**config.mk**
```make
export PLATFORM = sky130hd
export DESIGN_NAME = jb_prach_occasion_sched
export DESIGN_NICKNAME = d
export VERILOG_FILES = /design/src/rtl/jb_prach_sched_pkg.sv /design/src/rtl/jb_prach_cfg_shadow.sv /design/src/rtl/jb_prach_occasion_sched.sv
export SDC_FILE = /design/constraint.sdc
export NUM_CORES = 1
export LEC_CHECK = 0
export ABC_AREA = 1
export BUFFER_PORTS_ARGS = -buffer_cell sky130_fd_sc_hd__buf_2
export CORE_ASPECT_RATIO = 0.5
export CORE_MARGIN = 4
export CORE_UTILIZATION = 50
export DETAILED_ROUTE_END_ITERATION = 6
export GPL_TIMING_DRIVEN = 1
export PLACE_DENSITY_LB_ADDON = 0.3
export SLEW_MARGIN = 40
export SYNTH_ARGS = -nofsm -noshare
export SYNTH_HDL_FRONTEND = slang
export SYNTH_HIERARCHICAL = 1
export SYNTH_SLANG_ARGS = --single-unit
export TNS_END_PERCENT = 20
```
**constraint.sdc**
```tcl
create_clock -name clk -period 2.3 [get_ports clk]
set_input_delay 0.46 -clock clk [delete_from_list [all_inputs] [get_ports clk]]
set_output_delay 0.46 -clock clk [all_outputs]
set_load 0.1 [all_outputs]
```
**src/rtl/jb_prach_sched_pkg.sv**
```systemverilog
// Shared types for the PRACH occasion scheduler.
// Holds the FSM state encoding and the occasion config bundle.
package jb_prach_sched_pkg;

  localparam int CNT_W_DEF = 20;
  localparam int OCC_W_DEF = 4;

  typedef enum logic [1:0] {
    IDLE,
    ARMED,
    OFFSET,
    OCC
  } state_e;

  typedef struct packed {
    logic [3:0]           format;
    logic [9:0]           prach_cp;
    logic [CNT_W_DEF-1:0] wait_time;
    logic [CNT_W_DEF-1:0] offset;
    logic [CNT_W_DEF-1:0] period;
    logic [OCC_W_DEF-1:0] num_occ;
  } cfg_t;

endpackage

```
**src/rtl/jb_prach_cfg_shadow.sv**
```systemverilog
// Config shadow register: valid/ready capture, applied atomically.
// A transfer coinciding with apply bypasses the shadow straight to active.
module jb_prach_cfg_shadow
  import jb_prach_sched_pkg::*;
(
  input  logic                 clk,
  input  logic                 reset_n,
  input  logic                 clk_en,
  input  logic                 cfg_valid_i,
  input  cfg_t                 cfg_i,
  input  logic                 apply_i,
  output logic                 cfg_ready_o,
  output logic                 applied_o,
  output cfg_t                 act_o,
  output logic [CNT_W_DEF-1:0] eff_off_o,
  output logic [OCC_W_DEF-1:0] eff_num_o
);

  cfg_t shadow_q;
  cfg_t act_q;
  cfg_t src;
  logic full_q;
  logic applied_q;
  logic xfer;
  logic do_apply;

  assign xfer     = clk_en & cfg_valid_i & ~full_q;
  assign do_apply = apply_i & (full_q | xfer);
  assign src      = full_q ? shadow_q : cfg_i;

  always_ff @(posedge clk or negedge reset_n) begin
    if (!reset_n) begin
      shadow_q  <= '0;
      act_q     <= '0;
      full_q    <= 1'b0;
      applied_q <= 1'b0;
    end else if (clk_en) begin
      applied_q <= do_apply;
      if (do_apply) begin
        act_q  <= src;
        full_q <= 1'b0;
      end else if (xfer) begin
        shadow_q <= cfg_i;
        full_q   <= 1'b1;
      end
    end
  end

  // Frame start must see the config it is about to apply
  assign eff_off_o   = do_apply ? src.offset : act_q.offset;
  assign eff_num_o   = do_apply ? src.num_occ : act_q.num_occ;
  assign cfg_ready_o = ~full_q;
  assign applied_o   = applied_q;
  assign act_o       = act_q;

endmodule

```
**src/rtl/jb_prach_occasion_sched.sv**
```systemverilog
// PRACH occasion scheduler: frame-aligned config apply and
// sub_frame_mrkr generation over qualified samples.
module jb_prach_occasion_sched
  import jb_prach_sched_pkg::*;
#(
  parameter int CNT_W = CNT_W_DEF,
  parameter int OCC_W = OCC_W_DEF
) (
  input  logic             clk,
  input  logic             reset_n,
  input  logic             clk_en,
  input  logic             dv,
  input  logic             frame_mrkr,
  input  logic             cfg_valid,
  output logic             cfg_ready,
  input  logic [3:0]       cfg_format,
  input  logic [9:0]       cfg_prach_cp,
  input  logic [CNT_W-1:0] cfg_wait_time,
  input  logic [CNT_W-1:0] cfg_offset,
  input  logic [CNT_W-1:0] cfg_period,
  input  logic [OCC_W-1:0] cfg_num_occ,
  output logic [3:0]       format,
  output logic [9:0]       prach_cp,
  output logic [CNT_W-1:0] wait_time,
  output logic             sub_frame_mrkr,
  output logic             occ_active,
  output logic [OCC_W-1:0] occ_idx,
  output logic             cfg_applied,
  output logic             frame_overrun
);

  state_e           state_q, state_d;
  logic [CNT_W-1:0] cnt_q, cnt_d, cnt_inc, per_m1;
  logic [OCC_W-1:0] idx_q, idx_d, num_m1;
  logic             sfm_q, sfm_d;
  logic             act_q, act_d;
  logic             ovr_q, ovr_d;
  logic             qs, fm, expiry, last, off_hit;
  cfg_t             cfg_in, act_cfg;
  logic [CNT_W-1:0] eff_off;
  logic [OCC_W-1:0] eff_num;

  assign cfg_in = '{cfg_format, cfg_prach_cp, cfg_wait_time,
                    cfg_offset, cfg_period, cfg_num_occ};

  jb_prach_cfg_shadow u_shadow (
    .clk         (clk),
    .reset_n     (reset_n),
    .clk_en      (clk_en),
    .cfg_valid_i (cfg_valid),
    .cfg_i       (cfg_in),
    .apply_i     (fm),
    .cfg_ready_o (cfg_ready),
    .applied_o   (cfg_applied),
    .act_o       (act_cfg),
    .eff_off_o   (eff_off),
    .eff_num_o   (eff_num)
  );

  assign qs      = clk_en & dv;
  assign fm      = qs & frame_mrkr;
  assign cnt_inc = cnt_q + 1'b1;
  // A zero period behaves as one sample per occasion
  assign per_m1  = (act_cfg.period == '0) ? '0 : act_cfg.period - 1'b1;
  assign num_m1  = act_cfg.num_occ - 1'b1;
  assign expiry  = (state_q == OCC) && (cnt_q == per_m1);
  assign last    = expiry && (idx_q == num_m1);
  assign off_hit = (state_q == OFFSET) && (cnt_inc == act_cfg.offset);

  always_ff @(posedge clk or negedge reset_n) begin
    if (!reset_n) begin
      state_q <= IDLE;
      cnt_q   <= '0;
      idx_q   <= '0;
      sfm_q   <= 1'b0;
      act_q   <= 1'b0;
      ovr_q   <= 1'b0;
    end else if (clk_en) begin
      state_q <= state_d;
      cnt_q   <= cnt_d;
      idx_q   <= idx_d;
      sfm_q   <= sfm_d;
      act_q   <= act_d;
      ovr_q   <= ovr_d;
    end
  end

  always_comb begin
    state_d = state_q;
    if (fm) begin
      if (eff_num == '0)
        state_d = (state_q == IDLE) ? IDLE : ARMED;
      else if (eff_off == '0)
        state_d = OCC;
      else
        state_d = OFFSET;
    end else begin
      case (state_q)
        IDLE:
          if (!cfg_ready || act_cfg.num_occ != '0) state_d = ARMED;
        OFFSET:
          if (qs && off_hit) state_d = OCC;
        OCC:
          if (qs && last) state_d = ARMED;
        default: ;
      endcase
    end
  end

  always_comb begin
    cnt_d = cnt_q;
    idx_d = idx_q;
    sfm_d = 1'b0;
    act_d = act_q;
    // Final expiry colliding with a marker is a clean frame, not overrun
    ovr_d = ovr_q | (fm & ((state_q == OFFSET) |
                           ((state_q == OCC) & ~last)));
    if (fm) begin
      cnt_d = '0;
      idx_d = '0;
      act_d = 1'b0;
      if (eff_num != '0 && eff_off == '0) begin
        sfm_d = 1'b1;
        act_d = 1'b1;
      end
    end else if (qs) begin
      case (state_q)
        OFFSET: begin
          if (off_hit) begin
            cnt_d = '0;
            sfm_d = 1'b1;
            act_d = 1'b1;
          end else begin
            cnt_d = cnt_inc;
          end
        end
        OCC: begin
          if (expiry) begin
            cnt_d = '0;
            if (last) begin
              act_d = 1'b0;
            end else begin
              idx_d = idx_q + 1'b1;
              sfm_d = 1'b1;
            end
          end else begin
            cnt_d = cnt_inc;
          end
        end
        default: ;
      endcase
    end
  end

  assign format         = act_cfg.format;
  assign prach_cp       = act_cfg.prach_cp;
  assign wait_time      = act_cfg.wait_time;
  assign sub_frame_mrkr = sfm_q;
  assign occ_active     = act_q;
  assign occ_idx        = idx_q;
  assign frame_overrun  = ovr_q;

endmodule

```
After elaboration in Yosys (flattened, before gate mapping)

Index checks and enable logic that the tools add are counted.

Add/subtract/negate cells: 4
Equality and inequality tests: 12
Multiplexer cells: 37
Bitwise operators: 13
Reduce and logical (&&, ||, !) cells: 26

Operators by type and width:

| kind                                                   | count |
|---|---|
| two-way mux 20 bit                                     | 6 |
| two-way mux 78 bit                                     | 1 |
| equality test 20 bit                                   | 2 |
| logical NOT 20 bit                                     | 2 |
| one-hot mux 20 bit (2 select lines)                    | 1 |
| two-way mux 4 bit                                      | 6 |
| adder 20 x 1 -> 20 bit (second input constant)         | 1 |
| subtractor 20 x 1 -> 20 bit (second input constant)    | 1 |
| two-way mux 1 bit                                      | 15 |
| inequality test 3 bit (second input constant)          | 4 |
| nonzero test 4 bit                                     | 3 |
| two-way mux 2 bit                                      | 5 |
| AND reduction 5 bit                                    | 2 |
| nonzero test 2 bit                                     | 4 |
| AND 1 bit                                              | 7 |
| logical AND 1 bit                                      | 6 |
| inequality test 3 x 2 -> 1 bit (second input constant) | 2 |
| one-hot mux 2 bit (3 select lines)                     | 1 |
| AND reduction 3 bit                                    | 2 |
| AND reduction 6 bit                                    | 1 |
| adder 4 x 1 -> 4 bit (second input constant)           | 1 |
| equality test 2 bit (second input constant)            | 2 |
| equality test 4 bit                                    | 1 |
| logical NOT 4 bit                                      | 1 |
| 9 further kinds                                        | 15 |

Register bits after elaboration: 187
Input port bits: 84
Output and inout bits: 43
Word-level logic and storage cells: 112

Logic depth before layout (Yosys ltp)

Depth after elaboration: 10
Gate-level depth with buffers: 21
Gate-level depth less buffers: 21

By module

Netlist, hierarchy kept.

Modules (own cells, without submodules):

| module                  | instances | cells an instance | area an instance (sq um) | seq. area each (sq um) |
|---|---|---|---|---|
| jb_prach_cfg_shadow     | 1         | 1019              | 7551.0                   | 3953.8 |
| jb_prach_occasion_sched | 1         | 600               | 3628.5                   | 725.7 |

Worst setup path after synthesis

No wires, ideal clock.

Kind: input port to flip-flop
Start: input port clk_en
End: register act_q (netlist: occ_active)
Arrival: 2.711 ns
Required time: 2.233 ns
Slack: -0.478 ns
Stages: 17
Buffers on the path: 2
Cell sequence: nand2_1 > inv_1 > nand2_1 > inv_1 > buf_4 > nand2_1 > buf_2 > nand2_1 > nand2_1 > or4_1 > nor2_1 > nand3_1 > nand3b_1 > nor2_1 > o21bai_1 > nand4_1 > nand2_1

Elaborated cells on any way between the ends: 19

RTL lines:

| what                 | line                           | source |
|---|---|---|
| start, declared      | jb_prach_occasion_sched.sv:11  | `input logic clk_en,` |
| AND 1 bit            | jb_prach_occasion_sched.sv:60  | `assign qs = clk_en & dv;` |
| AND 1 bit            | jb_prach_occasion_sched.sv:61  | `assign fm = qs & frame_mrkr;` |
| named net fm         | jb_prach_occasion_sched.sv:38  | `logic qs, fm, expiry, last, off_hit;` |
| AND 1 bit            | jb_prach_cfg_shadow.sv:28      | `assign do_apply = apply_i & (full_q \| xfer);` |
| two-way mux 20 bit   | jb_prach_cfg_shadow.sv:50      | `assign eff_off_o = do_apply ? src.offset : act_q.offset;` |
| named net eff_off[7] | jb_prach_occasion_sched.sv:40  | `logic [CNT_W-1:0] eff_off;` |
| logical NOT 20 bit   | jb_prach_occasion_sched.sv:122 | `if (eff_num != '0 && eff_off == '0) begin` |
| logical AND 1 bit    | jb_prach_occasion_sched.sv:122 |  |
| two-way mux 1 bit    | jb_prach_occasion_sched.sv:122 |  |
| two-way mux 1 bit    | jb_prach_occasion_sched.sv:118 | `if (fm) begin` |
| end signal, assigned | jb_prach_occasion_sched.sv:83  | `act_q <= act_d;` |
| end, declared        | jb_prach_occasion_sched.sv:36  | `logic act_q, act_d;` |

The timed path passes the listed nets, and every way through them passes these cells.
A chain may end at the register's enable or synchronous reset.

Final worst setup path

Start: register cnt_q[6]
End: register cnt_q[11]

Cells in the longest elaborated chain, start to end: 7
Elaborated cells on any way between the ends: 10

RTL lines:

| what                                  | line                           | source |
|---|---|---|
| start, declared                       | jb_prach_occasion_sched.sv:33  | `logic [CNT_W-1:0] cnt_q, cnt_d, cnt_inc, per_m1;` |
| start signal, assigned                | jb_prach_occasion_sched.sv:80  | `cnt_q <= cnt_d;` |
| adder 20 x 1 -> 20 bit                | jb_prach_occasion_sched.sv:62  | `assign cnt_inc = cnt_q + 1'b1;` |
| equality test 20 bit                  | jb_prach_occasion_sched.sv:68  | `assign off_hit = (state_q == OFFSET) && (cnt_inc == act_cfg.offset);` |
| logical AND 1 bit                     | jb_prach_occasion_sched.sv:68  |  |
| two-way mux 20 bit                    | jb_prach_occasion_sched.sv:129 | `if (off_hit) begin` |
| one-hot mux 20 bit (2 select lines) * | jb_prach_occasion_sched.sv:127 | `case (state_q)` |
| two-way mux 20 bit *                  | jb_prach_occasion_sched.sv:126 | `end else if (qs) begin` |
| two-way mux 20 bit *                  | jb_prach_occasion_sched.sv:118 |  |

Every way passes the cells marked *; elsewhere a longest branch is shown, timed or not. The select of a mux whose other input is x is not followed.

==> flow_summary.toml <==
[run_status]
status = "finished with violations"
violations = "setup timing"

[yosys]
yosysTopAreaCell = "dfrtp_1"
syn_area_um2 = 11200
synth-edff-count = 0
ys_top_cells_by_area = "dfrtp_1, nand2_1, nand3_1"
synth.top_cells.by_count = "nand2_1, nand3_1, dfrtp_1"
seq_area_frac_synth = 0.419
synth_seq_cells = 187
syn_nets = 1711
synth-main-ff-cell = "dfrtp_1"
synth_top_area_frac = 0.419
synthCells = 1619
async_flop_share = 1.00
ys_types = 45
yosysMostFrequentCell = "nand2_1"
ys_warn_count = 6
syn_area_per_cell_um2 = 6.91

[global_routing]
grt_pass1_vias = 10900
grt_overflow = 0
antenna_found_initial = 0
grt_pass1_wl_um = 55300
grt_max_degree = 54
track_usage = 0.276

[run]
maxCapViolations = 0

[cells_and_area]
final_core_util = 0.645
drive_gt1_frac = 0.245
syn2layout_area_growth_pct = 25.9
final_nets = 1940
final_area_um2 = 14100

[sta]
grt_setup_unrepaired = "yes"
drv_slew = 0
hold_violations = 0
whs_ps = 258
final-setup-viol-count = 29
skew_ps = 8.20
period_needed_ps = 2430
worstMarginPinSlew_ps = 505
fin_crit_sh = 1.06
layout_setup_ws_ps = -134
fmax_ghz = 0.411
slew_headroom = 0.666

[route]
firstDrtPassIters = 5
ant_nets = 0
drtIter0Drc = 1036
wirelength_um = 33600
vias = 11200
route.detailed.drc = 0
vias_per_cell = 5.20
wl_per_cell_um = 15.6

[clock_network]
cts_tree = "built"
clockBufferDepth = 2
cts_made_buffers = 17
path_clk_slew_ps = 70
cts.sinks = 187
ctsHtreeMaxLevel = 4
cts_root_buf = "clkbuf_16"
clk_latency_ps = 450

[power_and_ir_drop]
power.density_nw_per_um2 = 1010
pwr-share-seq = 0.339
power_frac_clock = 0.209
swShare = 0.441
combPwrFrac = 0.452
ir_drop_uv = 701
total_power_mw = 14.3
p_switching_mw = 6.29
p_leak_nw = 7.74
p_int_mw = 7.98

[worst_setup_path]
cp_data_arrival_time_ps = 2760
critical_path_required_ps = 2630
critPathKind = "flop to flop"
r2r_slack_ps = -130
cp_max_fo = 7
end_kind = "flop"
start_kind = "flop"

[placed_design]
place_congestion = 0.937
placed_cell_area_um2 = 13100
dpl.hpwl_um = 23700
dp_slack_ps = -168
io_buffer_count = 126

[floorplan]
die_h_um = 114
die_area_um2 = 25000
rows = 38
initial_utilization = 0.512
die_w_um = 219
core_area_um2 = 21800
io_pins = 127

[worst_hold_path]
hp-class = "input pin to flop"
power groups by stage:
stage	Combinational (mW)	Clock [mW]	Sequential, mW
floorplan	2.89	0	6.10
global placement	5.95	0	4.82
detailed placement	6.05	0	4.83
CTS	6.26	3.03	4.81
global route	7.05	3.18	4.94
finish	6.45	2.98	4.84
critical path, cell delays in order, from the launching register on:
cell and delay, ps:
dfrtp_1 420, nand2_2 150, nor2_4 160, buf_4 120, nand4_1 140, nand2_1 180, xor2_1 210, nand4_1 150
nor2_2 160, nand2_2 100, nor2_4 110, nand2_2 90, nand2_4 120, buf_12 140, o22ai_1 70
final timing paths:
kind / to / cells past startpoint / start
setup reg to reg: cnt_q[11] / 14 / cnt_q[6]
setup / recovery: cnt_q[11] / 14 / cnt_q[6]
min in group asynchronous: u_shadow/act_o[70] / 2 / reset_n
hold / removal: u_shadow/shadow_q[76] / 3 / cfg_format[2]
hold reg to reg: u_shadow/shadow_q[41] / 2 / u_shadow/shadow_q[41]
max in group asynchronous: u_shadow/shadow_q[48] / 3 / reset_n
metrics by stage:
stage | cells | setup TNS, ps
2_1_floorplan | 1619 | -150
3_3_place_gp | 2116 | -2210
3_5_place_dp | 2116 | -3240
4_1_cts | 2157 | -2040
5_1_grt | 2160 | -7020
6_report | 2161 | -2880
cell families after synthesis:
logic type,synth area share
buffers and inverters,0.0711
adder cells (fa/ha/maj),0.00895
XOR/XNOR,0.0172
AND/OR/NAND/NOR,0.455
AO/OA/AOI/OAI,0.0295
flip-flops,0.419
flip-flops by register name, summed over array words and instances, names as in the netlist:
register            cells
occ_idx                 4
u_shadow/act_o         78
sub_frame_mrkr          1
state_q                 2
occ_active              1
u_shadow/shadow_q      78
u_shadow/applied_o      1
cnt_q                  20
u_shadow/full_q         1
frame_overrun           1
layer usage:
layer,wire length [um],vias to the layer above,GRT usage,part of all wire
met1,15000,5255,0.385,0.45
met2,15600,369,0.436,0.46
met3,2600,39,0.0764,0.077
met5,0,-,0,0
met4,449,0,0.0606,0.013
li1,-,5577,-,-
placed cells by master, fill, tap and decap left out, types with 4 or more instances in the layout:
cell type  count
buf_2        124
nor2_4        16
xnor2_1        4
a21oi_1        5
dfrtp_2        5
nand3_1      237
buf_6          7
nor4_1         5
o21ai_1        7
nand3_2       12
dfrtp_1      182
nand2_4        8
buf_12        13
ha_1           6
o21ai_0        8
nand2_1      774
xor2_1        17
inv_2         14
o22ai_2       12
clkbuf_16     17
nand3b_1       7
nand2_2       32
inv_1         70
nor2_2        15
buf_4        146
nor2_1        50
nand4_1       16
final cells by class:
cell class,instances,area (um2)
Clock buffer,21,450
Fill cell,1889,7750
Sequential cell,187,4690
Antenna cell,1,2.50
Timing Repair Buffer,292,2080
Tap cell,300,375
Clock inverter,10,133
Inverter,87,337
Multi-Input combinational cell,1263,6010
timing repair:
action	in CTS	in global routing
hold endpoints to repair	44	0
pin swaps	25	24
resized for setup	54	40
hold buffers	1	0
endpoints found under the setup margin	29	29
buffers inserted	9	3
Note: power is estimated with default switching activity, not from simulation.
